[src/rtl/esp32_prog_bridge.sv]
// ESP32 programming bridge: DTR/RTS strap decode with release window, SPI button report, multiboot request.
// Optional multiboot counter is built when ESP32_PROG_MULTIBOOT_EN is defined.
module esp32_prog_bridge #(
  parameter int unsigned C_sync_stages  = 2,
  parameter int unsigned C_release_bits = 17,
  parameter int unsigned C_btn_bits     = 7,
  parameter int unsigned C_shift_width  = 8,
  parameter int unsigned C_progn_bits   = 8
) (
  input  logic                  clk_25mhz,
  input  logic                  rstn,
  input  logic                  ftdi_ndtr,
  input  logic                  ftdi_nrts,
  input  logic [C_btn_bits-1:0] btn,
  input  logic                  spi_csn,
  input  logic                  spi_clk,
  output logic                  wifi_en,
  output logic                  wifi_gpio0,
  output logic                  strap_oe,
  output logic                  spi_miso,
  output logic                  user_programn,
  output logic                  prog_active
);

  localparam int unsigned LP_SYNC_W = 4;

  typedef enum logic {S_IDLE, S_HOLD} state_t;

  logic [C_sync_stages-1:0][LP_SYNC_W-1:0] r_sync;
  logic [C_sync_stages-1:0]                r_vld;
  logic [LP_SYNC_W-1:0]                    w_async;
  logic [LP_SYNC_W-1:0]                    w_sync;
  logic [1:0]                              w_pair;
  logic [1:0]                              r_prev_pair;
  logic                                    w_sync_ok;
  logic                                    w_trigger;
  logic                                    w_csn;
  logic                                    w_sclk;
  logic                                    r_sclk_d;
  logic                                    r_en;
  logic                                    r_io0;
  logic                                    r_miso;
  logic [C_shift_width-1:0]                r_sh;
  state_t                                  r_state;
  state_t                                  w_state_next;
  logic [C_release_bits-1:0]               r_cnt;
  logic [C_release_bits-1:0]               w_cnt_next;

  assign w_async   = {spi_csn, spi_clk, ftdi_ndtr, ftdi_nrts};
  assign w_sync    = r_sync[C_sync_stages-1];
  assign w_pair    = w_sync[1:0];
  assign w_sclk    = w_sync[2];
  assign w_csn     = w_sync[3];
  assign w_sync_ok = r_vld[C_sync_stages-1];

  // r_vld marks when the chain holds real pin samples, so reset-time 1s never count as a seen 11
  always_ff @(posedge clk_25mhz or negedge rstn) begin
    if (!rstn) begin
      r_sync      <= '1;
      r_vld       <= '0;
      r_prev_pair <= 2'b00;
      r_sclk_d    <= 1'b1;
    end else begin
      r_sync      <= {r_sync[C_sync_stages-2:0], w_async};
      r_vld       <= {r_vld[C_sync_stages-2:0], 1'b1};
      r_prev_pair <= w_sync_ok ? w_pair : 2'b00;
      r_sclk_d    <= w_sclk;
    end
  end

  assign w_trigger = w_sync_ok && (w_pair == 2'b10) && (r_prev_pair == 2'b11);

  always_ff @(posedge clk_25mhz or negedge rstn) begin
    if (!rstn) begin
      r_en  <= 1'b1;
      r_io0 <= 1'b1;
    end else begin
      r_en  <= (w_pair != 2'b10);
      r_io0 <= (w_pair != 2'b01) & btn[0];
    end
  end

  always_ff @(posedge clk_25mhz or negedge rstn) begin
    if (!rstn) begin
      r_state <= S_IDLE;
      r_cnt   <= '0;
    end else begin
      r_state <= w_state_next;
      r_cnt   <= w_cnt_next;
    end
  end

  // Retrigger takes priority over window expiry
  always_comb begin
    w_state_next = r_state;
    w_cnt_next   = r_cnt;
    case (r_state)
      S_IDLE: begin
        if (w_trigger) begin
          w_state_next = S_HOLD;
          w_cnt_next   = '0;
        end
      end
      S_HOLD: begin
        if (w_trigger) begin
          w_cnt_next = '0;
        end else if (r_cnt == {C_release_bits{1'b1}}) begin
          w_state_next = S_IDLE;
          w_cnt_next   = '0;
        end else begin
          w_cnt_next = r_cnt + C_release_bits'(1);
        end
      end
      default: begin
        w_state_next = S_IDLE;
        w_cnt_next   = '0;
      end
    endcase
  end

  // Button report: parallel load while deselected, rotate on each synchronised SCK rise
  always_ff @(posedge clk_25mhz or negedge rstn) begin
    if (!rstn) begin
      r_sh   <= '0;
      r_miso <= 1'b0;
    end else begin
      if (w_csn) begin
        r_sh <= C_shift_width'(btn);
      end else if (w_sclk && !r_sclk_d) begin
        r_sh <= {r_sh[C_shift_width-2:0], r_sh[C_shift_width-1]};
      end
      r_miso <= r_sh[C_shift_width-1];
    end
  end

`ifdef ESP32_PROG_MULTIBOOT_EN
  logic [C_progn_bits-1:0] r_pc;
  logic                    r_progn;
  logic                    w_mb_hold;

  assign w_mb_hold = ~btn[0] & btn[1];

  // Saturating hold counter; the request clears on the clock the buttons are released
  always_ff @(posedge clk_25mhz or negedge rstn) begin
    if (!rstn) begin
      r_pc    <= '0;
      r_progn <= 1'b1;
    end else if (!w_mb_hold) begin
      r_pc    <= '0;
      r_progn <= 1'b1;
    end else begin
      if (!r_pc[C_progn_bits-1]) begin
        r_pc <= r_pc + C_progn_bits'(1);
      end
      r_progn <= ~r_pc[C_progn_bits-1];
    end
  end

  assign user_programn = r_progn;
`else
  assign user_programn = 1'b1;
`endif

  assign wifi_en     = r_en;
  assign wifi_gpio0  = r_io0;
  assign strap_oe    = (r_state == S_HOLD);
  assign prog_active = (r_state == S_HOLD);
  assign spi_miso    = r_miso;

endmodule

[config.mk]
export PLATFORM = sky130hd
export DESIGN_NAME = esp32_prog_bridge
export DESIGN_NICKNAME = d
export VERILOG_FILES = /design/src/rtl/esp32_prog_bridge.sv
export SDC_FILE = /design/constraint.sdc
export NUM_CORES = 1
export LEC_CHECK = 0
export BUFFER_PORTS_ARGS = -buffer_cell sky130_fd_sc_hd__buf_4
export CORE_UTILIZATION = 40
export CTS_CLUSTER_SIZE = 8
export DETAILED_ROUTE_END_ITERATION = 10
export SYNTH_ARGS = -nofsm -noshare
export SYNTH_HDL_FRONTEND = slang
export SYNTH_SLANG_ARGS = --single-unit
[constraint.sdc]
create_clock -name clk_25mhz -period 3.35 [get_ports clk_25mhz]
set_input_delay 0.1675 -clock clk_25mhz [delete_from_list [all_inputs] [get_ports clk_25mhz]]
set_output_delay 0.1675 -clock clk_25mhz [all_outputs]
set_load 0.1 [all_outputs]
==> impl_metrics.env <==
export IMPL_status="completed"
export IMPL_synth_compound_area_frac=0.1306
export IMPL_setup_viol=0
export IMPL_synthMuxAreaShare=0.07066
export IMPL_critPathRequiredTime_ns=3.56
export IMPL_portBuffers=17
export IMPL_viasPerCell=5.436
export IMPL_final_cells=241
export IMPL_worst_path_largest_cell_delay_ns=0.41
export IMPL_rsz0062_at_grt="false"
export IMPL_period_needed_ns=2.715
export IMPL_dieArea_mm2=0.004925
export IMPL_grt_max_degree=43
export IMPL_path_max_fanout=21
export IMPL_dpl_cell_count=228
export IMPL_rrSetupSlack_ns=0.63
export IMPL_drt_initial_drc_count=91
export IMPL_maxSlewViolCount=0
export IMPL_routed_wl_mm=3.230
export IMPL_peakVddDrop_mv=0.3031
export IMPL_nNetsFinal=203
export IMPL_grt_util_met3=0.05051
export IMPL_routedWlPerCell_um=13.40
export IMPL_cap_violations=0
export IMPL_synth_common_cells="dfrtp_1 (31), nand2_1 (17), a21oi_1 (12), mux2i_1 (12), o21ai_0 (12)"
export IMPL_p_leak_nw=0.9505
export IMPL_worstSetupStartpoint="r_cnt[0]"
export IMPL_synth_cells=168
export IMPL_grt_busiest_layer="met2"
export IMPL_crit_family="simple AND/OR/NAND/NOR gates"
export IMPL_power_mw=1.209
export IMPL_drive_gt1_frac=0.2434
export IMPL_ctsLongestPathBuffers=2
export IMPL_cts_sinks=42
export IMPL_rr_worst_depth=10
export IMPL_min_path_type="in2reg"
export IMPL_placedInstanceArea_mm2=0.001998
export IMPL_reg2reg_to="r_cnt[9]"
export IMPL_cts_max_level=2
export IMPL_synth_fa_ha_area_frac=0.01346
export IMPL_post_route_period_util=0.8105
export IMPL_synth_top_family_by_area="simple AND/OR/NAND/NOR gates"
export IMPL_gp_congestion=0.8034
export IMPL_crit_path_end_kind="flip-flop"
export IMPL_ant_nets=0
export IMPL_diodes=0
export IMPL_worstHoldStart="btn[3]"
export IMPL_path_buf_inv=1
export IMPL_startpoint_type="flip-flop"
export IMPL_synth_xor_area_frac=0
export IMPL_synth_area_mm2=0.001859
export IMPL_final_core_util=0.4889
export IMPL_fin_setup_tns_ns=0
export IMPL_cts_buffers=5
export IMPL_synth_area_top_cells="dfrtp_1 (42%), dfstp_2 (16%), mux2i_1 (6.5%), nand2_1 (3.4%), a21oi_1 (3.2%)"
export IMPL_clkLatencyLatePin_ns=0.29
export IMPL_cp_cell_sequence="ha_1, and4_1, and4_1, and3_1, ha_1, or2b_2, a21oi_1, buf_4, a41oi_1, a31oi_1"
export IMPL_timing_rr_start="r_cnt[0]"
export IMPL_cts_resized=0
export IMPL_antenna_found_initial=0
export IMPL_first_global_vias=1360
export IMPL_slowest_stage="dfrtp_1"
export IMPL_avgSynthCellArea_um2=11.07
export IMPL_max_slew_margin=0.4377
export IMPL_yosysMostFrequentCell="dfrtp_1"
export IMPL_drc=0
export IMPL_fill_cells=409
export IMPL_track_usage=0.1542
export IMPL_synth_distinct_cells=38
export IMPL_yosys_warnings=0
export IMPL_use_met1=0.1905
export IMPL_vias=1310
export IMPL_use_met2=0.2479
export IMPL_synthFlopType="dfrtp_1"
export IMPL_grt_ovfl_total=0
export IMPL_clock_skew_ns=0.006968
export IMPL_rows=24
export IMPL_coreArea_mm2=0.004414
export IMPL_path_clk_slew_ns=0.08
export IMPL_grt_pass1_wl_mm=5.940
export IMPL_final_hold_violation_count=0
export IMPL_dr_pass1_iters=4
export IMPL_seq_area_frac_synth=0.5727
export IMPL_holdPathStages=3
export IMPL_powerDensity_mw_per_mm2=560.2
export IMPL_die_x_um=70.18
export IMPL_hold_path_end="r_sh[3]"
export IMPL_ioPinCount=19
export IMPL_cts_tree="yes"
export IMPL_tightest_slew_ns=0.8416
export IMPL_syn2layout_area_growth_pct=16.08
export IMPL_crit_type="reg2reg"
export IMPL_die_h_um=70.18
export IMPL_synth_top_area_share=0.4172
export IMPL_synthArstFlopShare=1.000
export IMPL_fmax_mhz=368.3
export IMPL_synth_edf_count=0
export IMPL_yosys_area_share_simple=0.1676
export IMPL_worst_endpoint_arrival_ns=2.93
export IMPL_cts_root_buffer="clkbuf_8"
export IMPL_fin_area_mm2=0.002158
export IMPL_ys_ff_latch=42
export IMPL_hpwl_mm=2.173
export IMPL_start_util=0.4212
export IMPL_synth_largest_area_cell="dfrtp_1"
[state kept, by name, summed over array words and instances, names as in the netlist, 2 cells and up]
| name | flops |
|---|---|
| r_vld | 2 |
| r_sync | 4 |
| w_sync | 4 |
| r_prev_pair | 2 |
| r_sh | 8 |
| r_cnt | 17 |
[power breakdown]
part           leakage, nW  internal (mW)  switching [mW]
sequential           0.522          0.555          0.0474
combinational        0.378         0.0780           0.135
clock               0.0514          0.222           0.171
total                0.951          0.855           0.354
[layer usage]
layer  up-vias  wire length [µm]
li1        639                 -
met1       640              1491
met2        25              1563
met3         6               119
met4         0                55
met5         -                 0
[worst min-delay path, delay by kind of cell]
| kind | cells | cell delay, ns |
|---|---|---|
| AOI/OAI and AO/OA | 1 | 0.06 |
| buffers and inverters | 1 | 0.07 |
| and+or+nand+nor | 1 | 0.04 |
[area by class of cell]
class                      count  area [µm²]  area share
tap                           52       65.06     0.03014
inverter                       2       7.507    0.003478
timing repair buffer          24       192.7     0.08928
clock inverter                 2       37.54     0.01739
clock buffer                   6       72.57     0.03362
sequential                    42        1065      0.4933
multi-input combinational    113       718.2      0.3328
[cell usage in the layout (no fill, tap or decap), types with 3 or more instances in the layout]
master         synthesis  layout
dfstp_2               11      11
nand2b_1               3       3
buf_4                  4      19
nor2_1                 5       5
a31oi_1                9       9
nand2_1               17      17
nand3_1                7       7
o21ai_0               12      12
mux2i_1               12      12
dfrtp_1               31      31
clkbuf_8               1       5
nand4_1                6       6
a21oi_1               12      12
dlygate4sd3_1          0       5
and3_1                 3       3
[cell families (layout without fill, tap and decap cells)]
family                   after synthesis  in the layout
AO/OA/AOI/OAI                         41             41
flip-flops                            42             42
other                                  1              2
buffers and inverters                 14             34
multiplexers                          13             13
adder cells (fa/ha/maj)                2              2
AND/OR/NAND/NOR                       55             55
[through the flow]
stage / setup WS (ns) / hold slack, ns
after floorplan: 0.6980 / -0.1281
after global placement: 0.7804 / 0.1698
after detailed placement: 0.6694 / 0.1829
after CTS: 0.6460 / 0.06939
after global routing: 0.4243 / 0.07518
final: 0.6350 / 0.07598
[timing repair]
action	in CTS	in global routing
endpoints found under the setup margin	0	0
buffers inserted	0	0
hold buffers	5	0
hold endpoints to repair	35	0
[worst max path at each step]
stage,to,slack [ns],cells past startpoint
final,r_cnt[9],0.63,10
after global routing,r_cnt[9],0.42,10
after CTS,r_cnt[9],0.65,10
after detailed placement,r_cnt[9],0.67,10
after global placement,r_cnt[7],0.78,10
after floorplan,r_cnt[13],0.70,12
(Power assumes the default switching activity.)
